$ cat config.mk
export PLATFORM = sky130hd
export DESIGN_NAME = sim_exit_monitor
export DESIGN_NICKNAME = d
export VERILOG_FILES = /design/src/rtl/sim_exit_monitor_pkg.sv /design/src/rtl/sim_rst_seq.sv /design/src/rtl/sim_exit_monitor.sv
export SDC_FILE = /design/constraint.sdc
export NUM_CORES = 1
export LEC_CHECK = 0
export ABC_AREA = 1
export BUFFER_PORTS_ARGS = -buffer_cell sky130_fd_sc_hd__buf_2
export CAP_MARGIN = 20
export CORE_ASPECT_RATIO = 0.8
export CORE_UTILIZATION = 51
export CTS_CLUSTER_DIAMETER = 50
export DETAILED_ROUTE_END_ITERATION = 10
export GPL_TIMING_DRIVEN = 0
export HOLD_SLACK_MARGIN = 0.1
export PLACE_DENSITY = 0.85
export SYNTH_ARGS = -nofsm -noshare
export SYNTH_HDL_FRONTEND = slang
export SYNTH_HIERARCHICAL = 1
export SYNTH_SLANG_ARGS = --single-unit
$ cat constraint.sdc
create_clock -name clk_i -period 5.6 [get_ports clk_i]
set_clock_uncertainty 0.1 [all_clocks]
set_input_delay 0 -clock clk_i [delete_from_list [all_inputs] [get_ports clk_i]]
set_output_delay 0 -clock clk_i [all_outputs]
set_load 0.005 [all_outputs]
$ cat src/rtl/sim_exit_monitor_pkg.sv
// Shared types and constants for the simulation exit monitor.
// Imported by the reset sequencer and the monitor top level.
package sim_exit_monitor_pkg;

    typedef enum logic [1:0] {
        STATUS_NONE    = 2'd0,
        STATUS_PASS    = 2'd1,
        STATUS_FAIL    = 2'd2,
        STATUS_TIMEOUT = 2'd3
    } status_e;

    typedef enum logic [1:0] {
        ST_HOLD = 2'd0,
        ST_RUN  = 2'd1,
        ST_DONE = 2'd2
    } state_e;

    localparam int EXIT_ANY = 0;
    localparam int EXIT_ALL = 1;

    // Width of a channel index; a single channel still needs one bit.
    function automatic int fail_ch_width(input int num_ch);
        return (num_ch > 1) ? $clog2(num_ch) : 1;
    endfunction

endpackage

$ cat src/rtl/sim_rst_seq.sv
// Reset-release sequencer: holds sys_rst_no low for RESET_WAIT_CYCLES edges
// after rst_i deasserts, then releases the DUT and raises run_o.
module sim_rst_seq
    import sim_exit_monitor_pkg::*;
#(
    parameter int RESET_WAIT_CYCLES = 50
) (
    input  logic clk_i,
    input  logic rst_i,
    output logic sys_rst_no,
    output logic run_o
);

    localparam int HOLD_W = (RESET_WAIT_CYCLES >= 1) ? $clog2(RESET_WAIT_CYCLES + 1) : 1;
    localparam logic [HOLD_W-1:0] HOLD_LAST = HOLD_W'(RESET_WAIT_CYCLES - 1);

    if (RESET_WAIT_CYCLES < 1) begin : g_bad_wait
        $error("sim_rst_seq: RESET_WAIT_CYCLES must be at least 1");
    end

    logic [HOLD_W-1:0] hold_cnt_q, hold_cnt_d;
    logic              released_q, released_d;

    always_comb begin
        hold_cnt_d = hold_cnt_q;
        released_d = released_q;
        if (!released_q) begin
            hold_cnt_d = hold_cnt_q + HOLD_W'(1);
            // Counter value k is seen on edge k+1, so the match releases on edge RESET_WAIT_CYCLES.
            if (hold_cnt_q == HOLD_LAST) begin
                released_d = 1'b1;
            end
        end
    end

    always_ff @(posedge clk_i or posedge rst_i) begin
        if (rst_i) begin
            hold_cnt_q <= '0;
            released_q <= 1'b0;
        end else begin
            hold_cnt_q <= hold_cnt_d;
            released_q <= released_d;
        end
    end

    assign sys_rst_no = released_q;
    assign run_o      = released_q;

endmodule

$ cat src/rtl/sim_exit_monitor.sv
// Run-control block: reset sequencing, RUN cycle counter, watchdog and
// per-channel exit detection, producing a sticky registered verdict.
module sim_exit_monitor
    import sim_exit_monitor_pkg::*;
#(
    parameter int          NUM_CH            = 4,
    parameter int          VALUE_W           = 32,
    parameter int          CNT_W             = 32,
    parameter int          RESET_WAIT_CYCLES = 50,
    parameter int unsigned MAX_CYCLES_DEF    = 0,
    parameter int          EXIT_MODE         = 0
) (
    input  logic                              clk_i,
    input  logic                              rst_i,
    input  logic                              max_cycles_valid_i,
    input  logic [CNT_W-1:0]                  max_cycles_i,
    input  logic [NUM_CH-1:0]                 exit_valid_i,
    input  logic [NUM_CH*VALUE_W-1:0]         exit_value_i,
    output logic                              sys_rst_no,
    output logic [CNT_W-1:0]                  cycle_cnt_o,
    output logic [NUM_CH-1:0]                 ch_done_o,
    output logic                              done_o,
    output logic [1:0]                        status_o,
    output logic [fail_ch_width(NUM_CH)-1:0]  fail_ch_o,
    output logic [VALUE_W-1:0]                fail_value_o
);

    localparam int               FCH_W   = fail_ch_width(NUM_CH);
    localparam logic [CNT_W-1:0] MAX_DEF = CNT_W'(MAX_CYCLES_DEF);
    localparam logic [CNT_W-1:0] CNT_MAX = {CNT_W{1'b1}};

    if (NUM_CH < 1) begin : g_bad_ch
        $error("sim_exit_monitor: NUM_CH must be at least 1");
    end
    if (EXIT_MODE != EXIT_ANY && EXIT_MODE != EXIT_ALL) begin : g_bad_mode
        $error("sim_exit_monitor: EXIT_MODE must be 0 (ANY) or 1 (ALL)");
    end

    logic run;

    sim_rst_seq #(
        .RESET_WAIT_CYCLES(RESET_WAIT_CYCLES)
    ) u_rst_seq (
        .clk_i     (clk_i),
        .rst_i     (rst_i),
        .sys_rst_no(sys_rst_no),
        .run_o     (run)
    );

    state_e                           state_q, state_d;
    logic [CNT_W-1:0]                 cycle_cnt_q, cycle_cnt_d;
    logic [NUM_CH-1:0]                ch_done_q, ch_done_d;
    logic [NUM_CH-1:0][VALUE_W-1:0]   val_q, val_d;
    logic                             done_q, done_d;
    status_e                          status_q, status_d;
    logic [FCH_W-1:0]                 fail_ch_q, fail_ch_d;
    logic [VALUE_W-1:0]               fail_value_q, fail_value_d;

    logic                             in_run;
    logic [CNT_W-1:0]                 limit;
    logic [NUM_CH-1:0]                new_strobe;
    logic [NUM_CH-1:0]                ch_done_next;
    logic                             finish;
    logic                             bad;
    logic [FCH_W-1:0]                 bad_ch;
    logic [VALUE_W-1:0]               bad_val;
    logic                             cand_vld;
    logic [VALUE_W-1:0]               cand_val;

    // Exit qualification and verdict selection, evaluated every cycle.
    always_comb begin
        limit        = max_cycles_valid_i ? max_cycles_i : MAX_DEF;
        new_strobe   = exit_valid_i & ~ch_done_q;
        ch_done_next = ch_done_q | exit_valid_i;
        finish       = (EXIT_MODE == EXIT_ALL) ? (&ch_done_next) : (|new_strobe);
        bad          = 1'b0;
        bad_ch       = '0;
        bad_val      = '0;
        cand_vld     = 1'b0;
        cand_val     = '0;
        // Scan downward so the lowest failing index is the one left standing.
        for (int k = NUM_CH - 1; k >= 0; k--) begin
            cand_val = new_strobe[k] ? exit_value_i[k*VALUE_W +: VALUE_W] : val_q[k];
            cand_vld = (EXIT_MODE == EXIT_ALL) ? 1'b1 : new_strobe[k];
            if (cand_vld && (cand_val != '0)) begin
                bad     = 1'b1;
                bad_ch  = FCH_W'(k);
                bad_val = cand_val;
            end
        end
    end

    // Sequencer release is seen while still in HOLD, so that cycle already counts as RUN.
    assign in_run = (state_q == ST_RUN) || ((state_q == ST_HOLD) && run);

    always_comb begin
        state_d      = state_q;
        cycle_cnt_d  = cycle_cnt_q;
        ch_done_d    = ch_done_q;
        val_d        = val_q;
        done_d       = done_q;
        status_d     = status_q;
        fail_ch_d    = fail_ch_q;
        fail_value_d = fail_value_q;

        if (in_run) begin
            state_d     = ST_RUN;
            cycle_cnt_d = (cycle_cnt_q == CNT_MAX) ? cycle_cnt_q : cycle_cnt_q + CNT_W'(1);
            ch_done_d   = ch_done_next;
            for (int k = 0; k < NUM_CH; k++) begin
                if (new_strobe[k]) begin
                    val_d[k] = exit_value_i[k*VALUE_W +: VALUE_W];
                end
            end

            if (finish) begin
                state_d      = ST_DONE;
                done_d       = 1'b1;
                status_d     = bad ? STATUS_FAIL : STATUS_PASS;
                fail_ch_d    = bad ? bad_ch : '0;
                fail_value_d = bad ? bad_val : '0;
            end else if ((limit != '0) && (cycle_cnt_q >= limit)) begin
                state_d      = ST_DONE;
                done_d       = 1'b1;
                status_d     = STATUS_TIMEOUT;
                fail_ch_d    = '0;
                fail_value_d = '0;
            end
        end
    end

    always_ff @(posedge clk_i or posedge rst_i) begin
        if (rst_i) begin
            state_q      <= ST_HOLD;
            cycle_cnt_q  <= '0;
            ch_done_q    <= '0;
            val_q        <= '0;
            done_q       <= 1'b0;
            status_q     <= STATUS_NONE;
            fail_ch_q    <= '0;
            fail_value_q <= '0;
        end else begin
            state_q      <= state_d;
            cycle_cnt_q  <= cycle_cnt_d;
            ch_done_q    <= ch_done_d;
            val_q        <= val_d;
            done_q       <= done_d;
            status_q     <= status_d;
            fail_ch_q    <= fail_ch_d;
            fail_value_q <= fail_value_d;
        end
    end

    assign cycle_cnt_o  = cycle_cnt_q;
    assign ch_done_o    = ch_done_q;
    assign done_o       = done_q;
    assign status_o     = status_q;
    assign fail_ch_o    = fail_ch_q;
    assign fail_value_o = fail_value_q;

endmodule
Yosys cells after proc, flatten, opt, wreduce, memory -nomap -nowiden --
Cells that the tools add are included.
Operators by class: bitwise gates (word level) 4, magnitude comparators 1, equality and inequality tests 3, reduce and logical (&&, ||, !) cells 17, add/subtract/negate cells 2, multiplexer cells 32
Operators with widths (number):
- 32-bit 2-to-1 mux | 12
- 32-bit nonzero test | 5
- 32-bit by 1-bit adder with 32-bit output (second input constant) | 1
- 32-bit == test (second input constant) | 1
- 32-bit >= comparator | 1
- 2-bit 2-to-1 mux | 12
- 1-bit 2-to-1 mux | 8
- 6-bit by 1-bit adder with 6-bit output (second input constant) | 1
- 6-bit == test (second input constant) | 1
- 1-bit logical AND | 6
- 4-bit bitwise AND | 1
- 4-bit inverter | 1
- 4-bit OR | 1
- 2-bit AND reduction | 2
- 4-bit OR reduction | 1
- 2-bit by 1-bit == test with 1-bit output (second input constant) | 1
- 2-bit zero test | 1
- 2-bit nonzero test | 1
- 1-bit logical OR | 1
- 1-bit inverter | 1
Storage, ports and cells: input bits 167, word-level logic and storage cells 72, output and inout bits 74, register bits 210

Logic depth before layout (Yosys ltp) --
Gate-level depths: netlist of run 1.
depth in word-level cells 11, depth in mapped cells 19, mapped depth without buffers 17

By module --
Netlist of run 1, hierarchy kept.
By module, submodules not included:
- sim_exit_monitor | sequential area each 5079.9 µm², cells an instance 1852, instances 1, area each 12683.4 µm²
- sim_rst_seq | sequential area each 175.2 µm², cells an instance 37, instances 1, area each 350.3 µm²

Worst setup path before layout of run 1 --
Ideal clock, no wire load.
path kind reg2reg, from register cycle_cnt_q[23] (netlist: cycle_cnt_o[23]), to register fail_value_q[18] (netlist: fail_value_o[18]), setup time 65 ps, buffers on the path 1, period minus slack after synthesis 2129 ps, setup slack 3471 ps, cell stages (with the launch flop) 13, data required time 5435 ps, arrival time 1964 ps, cells stage by stage dfrtp_1 > ha_1 > nand2_1 > nor2_1 > nand4_1 > nor2_1 > nand4_1 > nand3_1 > nand2_1 > nand2_1 > buf_1 > nand3_1 > nand2_1
Between the ends: longest elaborated chain between the ends 4
RTL lines:
- from (decl) | line sim_exit_monitor.sv:51 | logic [CNT_W-1:0] cycle_cnt_q, cycle_cnt_d;
- from (signal assigned) | line sim_exit_monitor.sv:144 | cycle_cnt_q <= cycle_cnt_d;
- 32-bit >= comparator | line sim_exit_monitor.sv:122 | end else if ((limit != '0) && (cycle_cnt_q >= limit)) begin
- 1-bit logical AND | line sim_exit_monitor.sv:122
- 2-bit nonzero test (no line)
- 2-bit AND reduction (no line)
- to (signal assigned) | line sim_exit_monitor.sv:150 | fail_value_q <= fail_value_d;
- to (decl) | line sim_exit_monitor.sv:57 | logic [VALUE_W-1:0] fail_value_q, fail_value_d;
No other way between the ends. A chain may end at the register's enable or synchronous reset.

Worst setup path in the final report of run 1 --
from register u_rst_seq.released_q (netlist: u_rst_seq/run_o), to register val_q[63] (netlist bit)
Between the ends: longest elaborated chain between the ends 2
RTL lines:
- from (decl) | line sim_rst_seq.sv:22 | logic released_q, released_d;
- from (signal assigned) | line sim_rst_seq.sv:42 | released_q <= released_d;
- 1-bit logical AND | line sim_exit_monitor.sv:94 | assign in_run = (state_q == ST_RUN) || ((state_q == ST_HOLD) && run);
- 1-bit logical OR | line sim_exit_monitor.sv:94
- to (signal assigned) | line sim_exit_monitor.sv:146 | val_q <= val_d;
- to (decl) | line sim_exit_monitor.sv:53 | logic [NUM_CH-1:0][VALUE_W-1:0] val_q, val_d;
No other way between the ends.

==> summary.txt, run 1 <==
Run status
  – Status: completed

Placement
  – Dpl cells: roughly 2500
  – RePlAce Congestion: about 0.96
  – Post-detail-place hpwl: 33.3 mm
  – Quantity of I/O buffers inserted on ports: between 200 and 250

Clock tree
  – Setup Fix Bufs, Post-CTS: 0
  – CTS resizes: 0
  – Root buffer cell: clkbuf_16
  – CTS tree: yes
  – TritonCTS Buffers: 23
  – Clock transition at path regs: 0.07 ns
  – Sink Count: 210
  – Maximum clock insertion buffer count: 3
  – H-tree levels: 1
  – Hold buffers post-CTS: 135
  – Clock Latency Late Sink: 0.52 ns

Floorplanning
  – Floorplan Core Area: between 20000 and 25000 µm²
  – IO Count: ~240
  – Initial Util: roughly 53%
  – Row cnt: between 50 and 60
  – Die ar.: between 20000 and 30000 µm²
  – Die Span X: roughly 180 µm
  – Die Y-Extent: 145 µm

Logic synthesis
  – Top post-synthesis cells by count: nand2_1, inv_1, dfrtp_1
  – Most instantiated library cell after synthesis: nand2_1
  – Sequential area share after synthesis: between 40 and 50%
  – Number of synthesized flops with an enable pin: 0
  – Largest cells by area after synthesis: dfrtp_1, nand2_1, inv_1
  – Ys flop type: dfrtp_1
  – Synth warn: 6
  – Mapped Area: roughly 13000 µm²
  – Synth area leader: dfrtp_1
  – Avg Inst Size Synth: approximately 6.9 µm²
  – Yosys top cell area share: 40.3%
  – Post-synthesis net count: roughly 2100
  – Synthesized instance count: approximately 1900
  – Count of cell types in the netlist: 36
  – Yosys reg bits: 210
  – Async S/R FF share, synth: 100%

Critical path
  – Worst Path Buf+Inv: 4
  – Worst path depth: 7
  – Delay-heaviest family, CP: buffers and inverters
  – Reg2reg start: u_rst_seq/run_o$_DFF_PP0_
  – Setup crit end: val_q[63]$_DFFE_PP0P_
  – Reg2reg end: val_q[63]$_DFFE_PP0P_
  – Slowest CP cell: clkbuf_1
  – Reg2Reg Setup Slack: approximately 2.2 ns
  – CP endpoint kind: flip-flop
  – Critical path's largest stage delay: around 0.6 ns
  – Critical path startpoint category: flip-flop
  – Most frequent CP cell: clkbuf_1
  – Critical Path Source: u_rst_seq/run_o$_DFF_PP0_
  – Worst Path Required: approximately 6 ns
  – Crit path DAT: around 3.7 ns
  – CP max FO: 10
  – Critical setup path kind: reg -> reg
  – Cell chain of the critical path: o21ai_1, buf_4, clkbuf_1, clkbuf_1, clkbuf_1, nand2_1, o21ai_0
  – R2R depth: 7

Global route
  – Largest net degree at the start of global routing: 42
  – Gr ovfl total: 0
  – Vias in the first global route: 14200
  – Overall Global Routing Usage: a little over a third
  – Global-route wire length before repair: 74.6 mm
  – Initial antenna violation count: 0

Timing
  – F_max: roughly 290 MHz
  – Max Transition Viols Final: 0
  – Relative slew margins: a little over half
  – Final Hold Viols: 0
  – Setup Viol. Count Final: 0
  – Tcrit/Tclk final: between 60% and 70%
  – Final critical path time including I/O delays and setup: 3.41 ns
  – RSZ-0062 raised after global routing: false
  – Worst-Margin Slew: around 0.69 ns
  – TNS Setup: 0 ns

Hold path
  – HP Class: in -> reg

Pwr
  – Psw: between 700 and 800 µW
  – Flop pwr share: between 40% and 50%
  – Static leakage power: roughly 0.0095 µW
  – Combinational share of power: 8.1%
  – Clock share of power: 46.0%
  – Sw Share: around a quarter
  – Power density over the cells: about 200 nW/µm²
  – Max VDD drop: roughly 0.0002 V
  – Internal: approximately 2600 µW

Layout
  – Layout cells sized above 1: between 10% and 20%
  – # diodes: 0
  – Nets@finish: 2497
  – Layout Cells excl Fill: 2627
  – Area delta synth->final: 29.2%

Detailed routing
  – Initial DRC Count: 1406
  – Antenna-violating nets left: 0
  – Avg WL per Cell: between 15 and 20 µm
  – Via count: ~15000
  – Vias per cell: 5.58
  – DRT Wirelength: about 47 mm
  – Drt drc: 0
  – Detailed Routing Iterations Pass 1: 8

Run
  – Number of max-cap violations: 0
-- layout make-up --
type | count | area, µm²
repair buffers | 381 | 2660
plain buffers | 96 | 536
inverters | 229 | 863
clock inverters | 10 | 109
fillers | 1994 | 7850
clock buffers | 29 | 638
flip-flops and latches | 210 | 5260
multi-input cells | 1354 | 6380
well taps | 318 | 398
-- routing by layer --
layer,wire [µm],track usage (%),vias up
met5,0,0,-
met4,2040,14.1,0
met3,4600,6.15,172
met2,21000,56.7,880
met1,19300,49.1,6813
li1,-,-,6793
-- worst reg2reg max path: cells and delay by family (launching register included) --
family,cells,cell delay [ns]
buf+inv,4,1.98
compound gates,2,0.64
flops,1,0.49
simple gates,1,0.13
-- flip-flops by register name, indices dropped and copies added (netlist names) --
signal,flops
status_o,2
u_rst_seq/hold_cnt_q,6
state_q,2
val_q,128
u_rst_seq/run_o,1
done_o,1
ch_done_o,4
cycle_cnt_o,32
fail_value_o,32
fail_ch_o,2
-- cells in the final DEF (no fill, tap or decap), drive strengths merged, types with 2 or more instances in the layout --
cell type,n
o21ai,203
buf,297
nor2,118
nand3b,7
inv,229
nor4,4
a21oi,48
xor2,20
xnor2,13
a21boi,28
bufinv,2
dfrtp,210
nand2,667
ha,35
clkinv,6
and2,4
nor3,22
clkinvlp,2
dlygate4sd3,135
or2,2
nand3,154
clkbuf,74
nand4,24
-- power by group through the flow --
stage          combinational (µW)  sequential [µW]  clock [µW]
5_1_grt                       297             1540        1620
4_1_cts                       263             1540        1540
3_5_place_dp                  191             1570           0
2_1_floorplan                72.1             1570           0
3_3_place_gp                  178             1570           0
6_report                      273             1540        1540
-- cells by family after synthesis --
family          share of synthesized area (%)
compound gates                           11.5
xor+xnor                                 2.22
fa+ha+maj                                3.36
buf+inv                                  10.7
flops                                    40.3
simple gates                             31.9
-- per-stage QoR --
| stage | total power, µW | utilization [%] | instance area [µm²] | setup slack (ns) | hold WS (ns) |
|---|---|---|---|---|---|
| finish | 3360 | 68.2 | 16800 | 2.19 | 0.133 |
| detailed placement | 1760 | 59.7 | 14700 | 2.08 | -0.120 |
| global route | 3450 | 68.2 | 16800 | 2.09 | 0.190 |
| CTS | 3340 | 68.2 | 16800 | 2.07 | 0.125 |
| floorplan | 1640 | - | 13000 | 2.87 | -0.297 |
| global placement | 1750 | 59.3 | 14600 | 1.56 | -0.128 |
-- how the worst min path moves through the flow --
stage               startpoint  cells past startpoint                             endpoint  slack (ns)
6_report       max_cycles_i[1]                      9              status_o[1]$_DFFE_PP0P_        0.13
5_1_grt        exit_valid_i[3]                      4             ch_done_o[3]$_DFFE_PP0P_        0.19
4_1_cts        exit_valid_i[1]                      4             ch_done_o[1]$_DFFE_PP0P_        0.12
3_5_place_dp             rst_i                      2  u_rst_seq/hold_cnt_q[3]$_DFFE_PP0N_       -0.12
3_3_place_gp             rst_i                      2  u_rst_seq/hold_cnt_q[3]$_DFFE_PP0N_       -0.13
2_1_floorplan            rst_i                      1  u_rst_seq/hold_cnt_q[0]$_DFFE_PP0N_       -0.30
No activity file was read; power rests on OpenSTA's default activity.
==> run 2, diff against run 1 <==
Settings changed: ABC_AREA 1 to 0, CORE_UTILIZATION 51 to 42, PLACE_DENSITY 0.85 to 0.83.
Clock period 5.6 ns to 3.1 ns, I/O delays scaled along.
==> run 2 against run 1 <==
Sequential power decreased by 18%. Synthesized area shrank 56%. Cell count decreased by 58%. Sequential share of layout area shrank 6.8 points. Critical path depth up 4. Utilization is 3.5 points lower. Largest cell class unchanged. Flip-flop and latch count decreased by 128. Total power up 19%. Combinational power grew to 5.5 times the previous value.
==> summary.txt, run 2 <==
Floorplanning
  – Row cnt: 37 (-27%)
  – Die Y-Extent: 106 µm (-27%)
  – IO Count: 241 (unchanged)
  – Die Span X: 132 µm (-27%)
  – Initial Util: 43.6% (-9.2 points)
  – Floorplan Core Area: 13000 µm² (-47%)
  – Die ar.: 14000 µm² (-47%)

Timing
  – Tcrit/Tclk final: 98.6%
  – Final critical path time including I/O delays and setup: between 3 and 4 ns
  – Worst-Margin Slew: 0.788 ns (+0.0985 ns)
  – Max Transition Viols Final: 0 (unchanged)
  – Setup Viol. Count Final: 0 (unchanged)
  – Relative slew margins: 47.3% (-6.7 points)
  – Final WS setup: 0.0430 ns (-2.15 ns)
  – Final Hold Viols: 0 (unchanged)
  – F_max: 327 MHz

Layout
  – Area delta synth->final: 48.5%
  – Layout cells sized above 1: 31.7% (+17 points)
  – Nets@finish: 1133 (-55%)
  – Final Core Density: 64.7% (-3.5 points)
  – # diodes: 0 (unchanged)
  – Commonest non-fill, non-tap cells in the layout: buf_2, dlygate4sd3_1, dfrtp_1
  – Commonest non-fill, non-tap cell in the layout: buf_2
  – Number of fill cells: 992 (-50%)
  – Layout Cells excl Fill: 1110 (-58%)

Logic synthesis
  – Top post-synthesis cells by count: dfrtp_1, nand2_1, inv_1
  – Count of cell types in the netlist: 59 (+64%)
  – Sequential area share after synthesis: 36.2% (-4.1 points)
  – Mapped Area: 5670 µm² (-56%)
  – Most instantiated library cell after synthesis: dfrtp_1
  – Synth warn: 6 (unchanged)
  – Async S/R FF share, synth: 100% (unchanged)
  – Avg Inst Size Synth: 9.64 µm² (+40%)
  – Largest cells by area after synthesis: dfrtp_1, ha_1, mux2i_1
  – Post-synthesis net count: 790 (-62%)
  – Ys flop type: dfrtp_1
  – Synth area leader: dfrtp_1
  – Yosys top cell area share: 36.2% (-4.1 points)
  – Synthesized instance count: 588 (-69%)
  – Yosys reg bits: 82 (-61%)
  – Number of synthesized flops with an enable pin: 0 (unchanged)

Critical path
  – Critical path startpoint category: input pin
  – Critical path's largest stage delay: 0.57 ns (-0.03 ns)
  – Slowest CP cell: dlygate4sd3_1
  – Delay-heaviest family, CP: buffers and inverters
  – CP max FO: 10 (unchanged)
  – Cell chain of the critical path: dlygate4sd3_1, buf_2, nor4_2, nand4_1, o21a_1, nor2_2, buf_2, a221o_1, dlygate4sd3_1, o221ai_1, mux2i_1
  – Crit path DAT: 3.21 ns (-0.53 ns)
  – Worst Path Required: 3.25 ns (-2.68 ns)
  – CP endpoint kind: flip-flop
  – Critical setup path kind: in -> reg
  – Worst Path Buf+Inv: 4 (unchanged)

Clock tree
  – TritonCTS Buffers: 9 (-61%)
  – Clock Latency Late Sink: 0.33 ns (-0.19 ns)
  – Sink Count: 82 (-61%)
  – Clock transition at path regs: 0.07 ns (about the same)
  – CTS tree: yes
  – Maximum clock insertion buffer count: 2 (-1)
  – H-tree levels: 3 (+2)
  – Setup Fix Bufs, Post-CTS: 0 (unchanged)
  – Root buffer cell: clkbuf_16

Run status
  – Status: completed

Run
  – Number of max-cap violations: 0 (unchanged)

Detailed routing
  – Vias per cell: 6.03 (+8.1%)
  – DRT Wirelength: 22.1 mm (-53%)
  – Drt drc: 0 (unchanged)
  – Avg WL per Cell: 19.9 µm (+12%)
  – Via count: 6693 (-54%)
  – Detailed Routing Iterations Pass 1: 5 (-3)
  – Initial DRC Count: 542 (-61%)
  – Antenna-violating nets left: 0 (unchanged)

Placement
  – RePlAce Congestion: 0.973 (+1.6%)
  – Place WS: -0.173 ns (-2.26 ns)
  – Dpl cells: 1003 (-59%)
  – Post-detail-place hpwl: 15.2 mm (-54%)
  – Quantity of I/O buffers inserted on ports: 239 (-0.42%)

Pwr
  – Max VDD drop: 0.000287 V (+44%)
  – Power density over the cells: 473 nW/µm² (+140%)
  – Static leakage power: 0.00409 µW (-57%)

Global route
  – Global-route wire length before repair: 33.9 mm (-55%)
  – Largest net degree at the start of global routing: 43 (+2.4%)
  – Overall Global Routing Usage: 30.9% (-5.0 points)
  – Vias in the first global route: 6647 (-53%)
  – Gr ovfl total: 0 (unchanged)
  – Initial antenna violation count: 1 (+1)

Hold path
  – HP Class: in -> reg
-- run 2: kinds of logic (layout without fill, tap and decap cells) --
kind of cell | count (synthesis) | in the layout | synth area share (%)
adder cells (fa/ha/maj) | 35 | 35 | 7.72
AND/OR/NAND/NOR | 214 | 214 | 22.0
XOR/XNOR | 36 | 36 | 5.56
flip-flops | 82 | 82 | 36.2
AO/OA/AOI/OAI | 113 | 113 | 17.0
buffers and inverters | 73 | 420 | 5.30
multiplexers | 35 | 35 | 6.22
-- run 2: power breakdown --
part	switching, µW	leakage, µW	internal [µW]	total (µW)
registers	83.4	0.00102	1180	1260
logic	801	0.00290	705	1510
clock network	433	0.000163	783	1220
total	1320	0.00409	2660	3980
-- run 2: metrics by stage --
step	power, µW	instance area, µm²	hold slack (ns)	setup TNS [ns]
2_1_floorplan	2020	5670	-0.297	0
3_3_place_gp	2480	7090	-0.144	-3.42
3_5_place_dp	2500	7120	-0.122	-3.90
4_1_cts	3900	8370	0.101	0
5_1_grt	4150	8420	0.122	-0.00661
6_report	3980	8420	0.112	0
-- run 2: path summary, 6_finish.rpt --
check,start,endpoint,slack (ns),cells after the start
worst max-delay path,exit_value_i[43],fail_value_o[12]$_DFFE_PP0P_,0.04,11
worst min-delay path,exit_value_i[66],fail_value_o[2]$_DFFE_PP0P_,0.11,4
worst max register to register,cycle_cnt_o[22]$_DFFE_PP0P_,fail_value_o[12]$_DFFE_PP0P_,0.19,8
worst min register to register,ch_done_o[1]$_DFFE_PP0P_,ch_done_o[1]$_DFFE_PP0P_,0.37,1
max in group asynchronous,rst_i,u_rst_seq/hold_cnt_q[2]$_DFFE_PP0N_,2.05,4
min in group asynchronous,rst_i,done_o$_DFFE_PP0P_,0.14,3
-- run 2: final cells by class --
cell class                      instances  area (µm²)  area share (%)
Multi-Input combinational cell        433        3370            40.0
Inverter                               41         156            1.86
Buffer                                 32         149            1.77
Clock buffer                           10         229            2.72
Tap cell                              175         219            2.60
Clock inverter                          5         104            1.23
Timing Repair Buffer                  332        2140            25.5
Sequential cell                        82        2050            24.4
-- run 2: layer usage --
layer | part of all wire, % | up-vias | GRT usage (%)
li1 | - | 2938 | -
met1 | 37 | 3103 | 35.5
met2 | 49 | 529 | 55.4
met3 | 9.2 | 123 | 6.15
met4 | 4.9 | 0 | 14.3
met5 | 0 | - | 0
-- run 2: worst register-to-register path: cells and delay by family (launching register included) --
kind / cells / cell delay, ns
simple gates: 3 / 0.81
flops: 1 / 0.46
compound gates: 2 / 0.43
mux: 1 / 0.29
buf+inv: 1 / 0.38
fa+ha+maj: 1 / 0.35
-- run 2: what timing repair did --
| item | in CTS | in global routing |
|---|---|---|
| setup endpoints to repair | 0 | 30 |
| hold buffers | 92 | 0 |
| endpoints found under the hold margin | 118 | 0 |
| resized for setup | 0 | 13 |
==> run 3, diff against run 2 <==
Settings changed: GPL_TIMING_DRIVEN 0 to default.
==> run 3 against run 2 <==
The flow now finishes with violations (negative setup slack). Global-route usage is 0.47 points lower. Sequential power barely moved. First-iteration DRC count up 2.8%. Non-clock buffer count decreased by 14. Critical path type unchanged. Largest power group unchanged. Highest routed layer is now met5.
==> summary.txt, run 3 (synthesis gave the netlist of run 2 again) <==
Critical path
  – Worst Path Required: 3.22 ns (-0.03 ns)
  – Critical setup path kind: in -> reg
  – Cell chain of the critical path: dlygate4sd3_1, buf_2, nor4_1, nand4_1, o21a_2, a221o_1, o221ai_1, dlygate4sd3_1, mux2i_1
  – Reg2reg end: fail_value_o[15]$_DFFE_PP0P_
  – Crit path DAT: 3.28 ns (+0.07 ns)
  – CP endpoint kind: flip-flop
  – Critical path startpoint category: input pin
  – Slowest CP cell: dlygate4sd3_1
  – Reg2Reg Setup Slack: 0.33 ns (+0.14 ns)
  – CP max FO: 31 (+21)
  – Most frequent CP cell: dlygate4sd3_1
  – Worst Path Buf+Inv: 3 (-1)
  – Worst path depth: 9 (-2)
  – Delay-heaviest family, CP: buffers and inverters
  – R2R depth: 8 (unchanged)
  – Critical path's largest stage delay: 0.57 ns (about the same)
  – Reg2reg start: cycle_cnt_o[21]$_DFFE_PP0P_

Run status
  – Status: finished with violations
  – Failing checks: negative setup slack

Run
  – Number of max-cap violations: 0 (unchanged)

Timing
  – Tcrit/Tclk final: 102% (+3.4 points)
  – Worst-Margin Slew: 0.710 ns (-0.0784 ns)
  – Setup Viol. Count Final: 2 (+2)
  – Final critical path time including I/O delays and setup: 3.16 ns (+0.105 ns)
  – Relative slew margins: 52.5% (+5.2 points)
  – Min Hold Slack: 0.114 ns (+0.00273 ns)
  – Max Transition Viols Final: 0 (unchanged)
  – F_max: 316 MHz (-3.3%)
  – TNS Setup: -0.0901 ns (-0.0901 ns)
  – Final Hold Viols: 0 (unchanged)
  – Final WS setup: -0.0616 ns (-0.105 ns)

Floorplanning
  – Initial Util: 43.6% (unchanged)
  – IO Count: 241 (unchanged)
  – Die Y-Extent: 106 µm (unchanged)
  – Row cnt: 37 (unchanged)
  – Die Span X: 132 µm (unchanged)
  – Die ar.: 14000 µm² (unchanged)
  – Floorplan Core Area: 13000 µm² (unchanged)

Placement
  – Post-detail-place hpwl: 14.7 mm (-3.5%)
  – Dpl cells: 988 (-1.5%)
  – Place WS: 0.335 ns (+0.508 ns)
  – RePlAce Congestion: 0.902 (-7.4%)
  – Quantity of I/O buffers inserted on ports: 240 (+0.42%)

Pwr
  – Power density over the cells: 453 nW/µm² (-4.2%)
  – Combinational share of power: 37.4% (-0.4 points)
  – Internal: 2530 µW (-4.9%)
  – Clock share of power: 29.4% (-1.1 points)
  – Psw: 1260 µW (-4.1%)
  – Final Power: 3800 µW (-4.6%)
  – Flop pwr share: 33.1% (+1.5 points)
  – Sw Share: 33.3% (+0.18 points)
  – Static leakage power: 0.00409 µW (about the same)
  – Max VDD drop: 0.000286 V (-0.21%)

Clock tree
  – Sink Count: 82 (unchanged)
  – Clock Latency Late Sink: 0.33 ns (about the same)
  – Clock transition at path regs: 0.06 ns (about the same)
  – Maximum clock insertion buffer count: 2 (unchanged)
  – Root buffer cell: clkbuf_16
  – TritonCTS Buffers: 9 (unchanged)
  – H-tree levels: 3 (unchanged)
  – CTS tree: yes

Layout
  – Layout Cells excl Fill: 1097 (-1.2%)
  – Nets@finish: 1119 (-1.2%)
  – Area delta synth->final: 47.8%
  – Layout cells sized above 1: 32.8% (+1.1 points)
  – Commonest non-fill, non-tap cells in the layout: buf_2, dlygate4sd3_1, dfrtp_1
  – Number of fill cells: 1007 (+1.5%)
  – # diodes: 0 (unchanged)
  – Footprint of the multi-input gates: 3360 µm² (-0.37%)
  – Commonest non-fill, non-tap cell in the layout: buf_2
  – FF+latch area: 2050 µm² (unchanged)

Global route
  – Global-route wire length before repair: 33.3 mm (-1.6%)
  – Largest net degree at the start of global routing: 34 (-21%)
  – Overall Global Routing Usage: 30.4% (-0.47 points)
  – Initial antenna violation count: 1 (unchanged)
  – Vias in the first global route: 6586 (-0.92%)
  – Gr ovfl total: 0 (unchanged)

Detailed routing
  – Antenna-violating nets left: 0 (unchanged)
  – Vias per cell: 5.97 (-1.1%)
  – Avg WL per Cell: 19.5 µm (-2.1%)
  – Detailed Routing Iterations Pass 1: 8 (+3)
  – Initial DRC Count: 557 (+2.8%)
  – Drt drc: 0 (unchanged)
  – DRT Wirelength: 21.4 mm (-3.2%)
  – Via count: 6544 (-2.2%)

Hold path
  – Hold Crit Depth: 4 (unchanged)
  – Hold_sp: exit_value_i[94]
  – Hold EP: fail_value_o[30]$_DFFE_PP0P_
  – HP Class: in -> reg
[run 3: cell types whose count changed in the layout (fill, tap and decap cells not counted), sizes merged]
cell / previous run / this run
clkbuf: 33 / 13
buf: 249 / 257
bufinv: 3 / 1
dlygate4sd3: 92 / 93
[run 3: routing by layer]
layer	vias to the layer above	global-route usage [%]	wire, µm
met2	476	52.2	10000
li1	2904	-	-
met4	2	15.7	1160
met1	3029	35.9	8090
met5	-	0	11
met3	133	6.77	2150
[run 3: worst max path at each step]
stage,slack (ns),startpoint,endpoint
after global placement,0.49,cycle_cnt_o[21]$_DFFE_PP0P_,fail_value_o[17]$_DFFE_PP0P_
after global routing,-0.01,exit_value_i[77],fail_value_o[18]$_DFFE_PP0P_
after CTS,0.009,exit_value_i[23],fail_value_o[12]$_DFFE_PP0P_
after detailed placement,0.34,cycle_cnt_o[21]$_DFFE_PP0P_,fail_value_o[22]$_DFFE_PP0P_
after floorplan,0.66,max_cycles_valid_i,fail_value_o[3]$_DFFE_PP0P_
final,-0.06,exit_value_i[23],fail_value_o[12]$_DFFE_PP0P_
[run 3: power groups by stage]
stage               combinational [µW]  clock, µW  sequential (µW)
floorplan                          745          0             1270
global placement                  1230          0             1270
detailed placement                1240          0             1270
CTS                               1360       1140             1260
global route                      1520       1170             1270
finish                            1420       1120             1260
[run 3: per-stage QoR]
| stage | area (µm²) | util [%] |
|---|---|---|
| after floorplan | 5670 | - |
| after global placement | 7120 | 54.7 |
| after detailed placement | 7120 | 54.7 |
| after CTS | 8370 | 64.3 |
| after global routing | 8380 | 64.4 |
| final | 8380 | 64.4 |
[run 3: worst reg2reg max path, delay by kind of cell (launching register included)]
family	cells	cell delay (ns)
adders and majority gates	1	0.33
DFF	1	0.45
AOI/OAI and AO/OA	2	0.58
and+or+nand+nor	3	0.73
muxes	1	0.25
buffers and inverters	1	0.26
[run 3: area by class of cell]
class | count | area share (%)
Inverter | 41 | 1.85
Multi-Input combinational cell | 433 | 40.0
Clock inverter | 3 | 0.523
Sequential cell | 82 | 24.5
Tap cell | 175 | 2.61
Timing Repair Buffer | 350 | 27.3
Clock buffer | 13 | 3.22
[run 3: what timing repair did]
item,in CTS,in global routing
buffers inserted,0,0
hold endpoints to repair,74,0
setup endpoints to repair,0,3
resized for setup,0,5
hold buffers,93,0
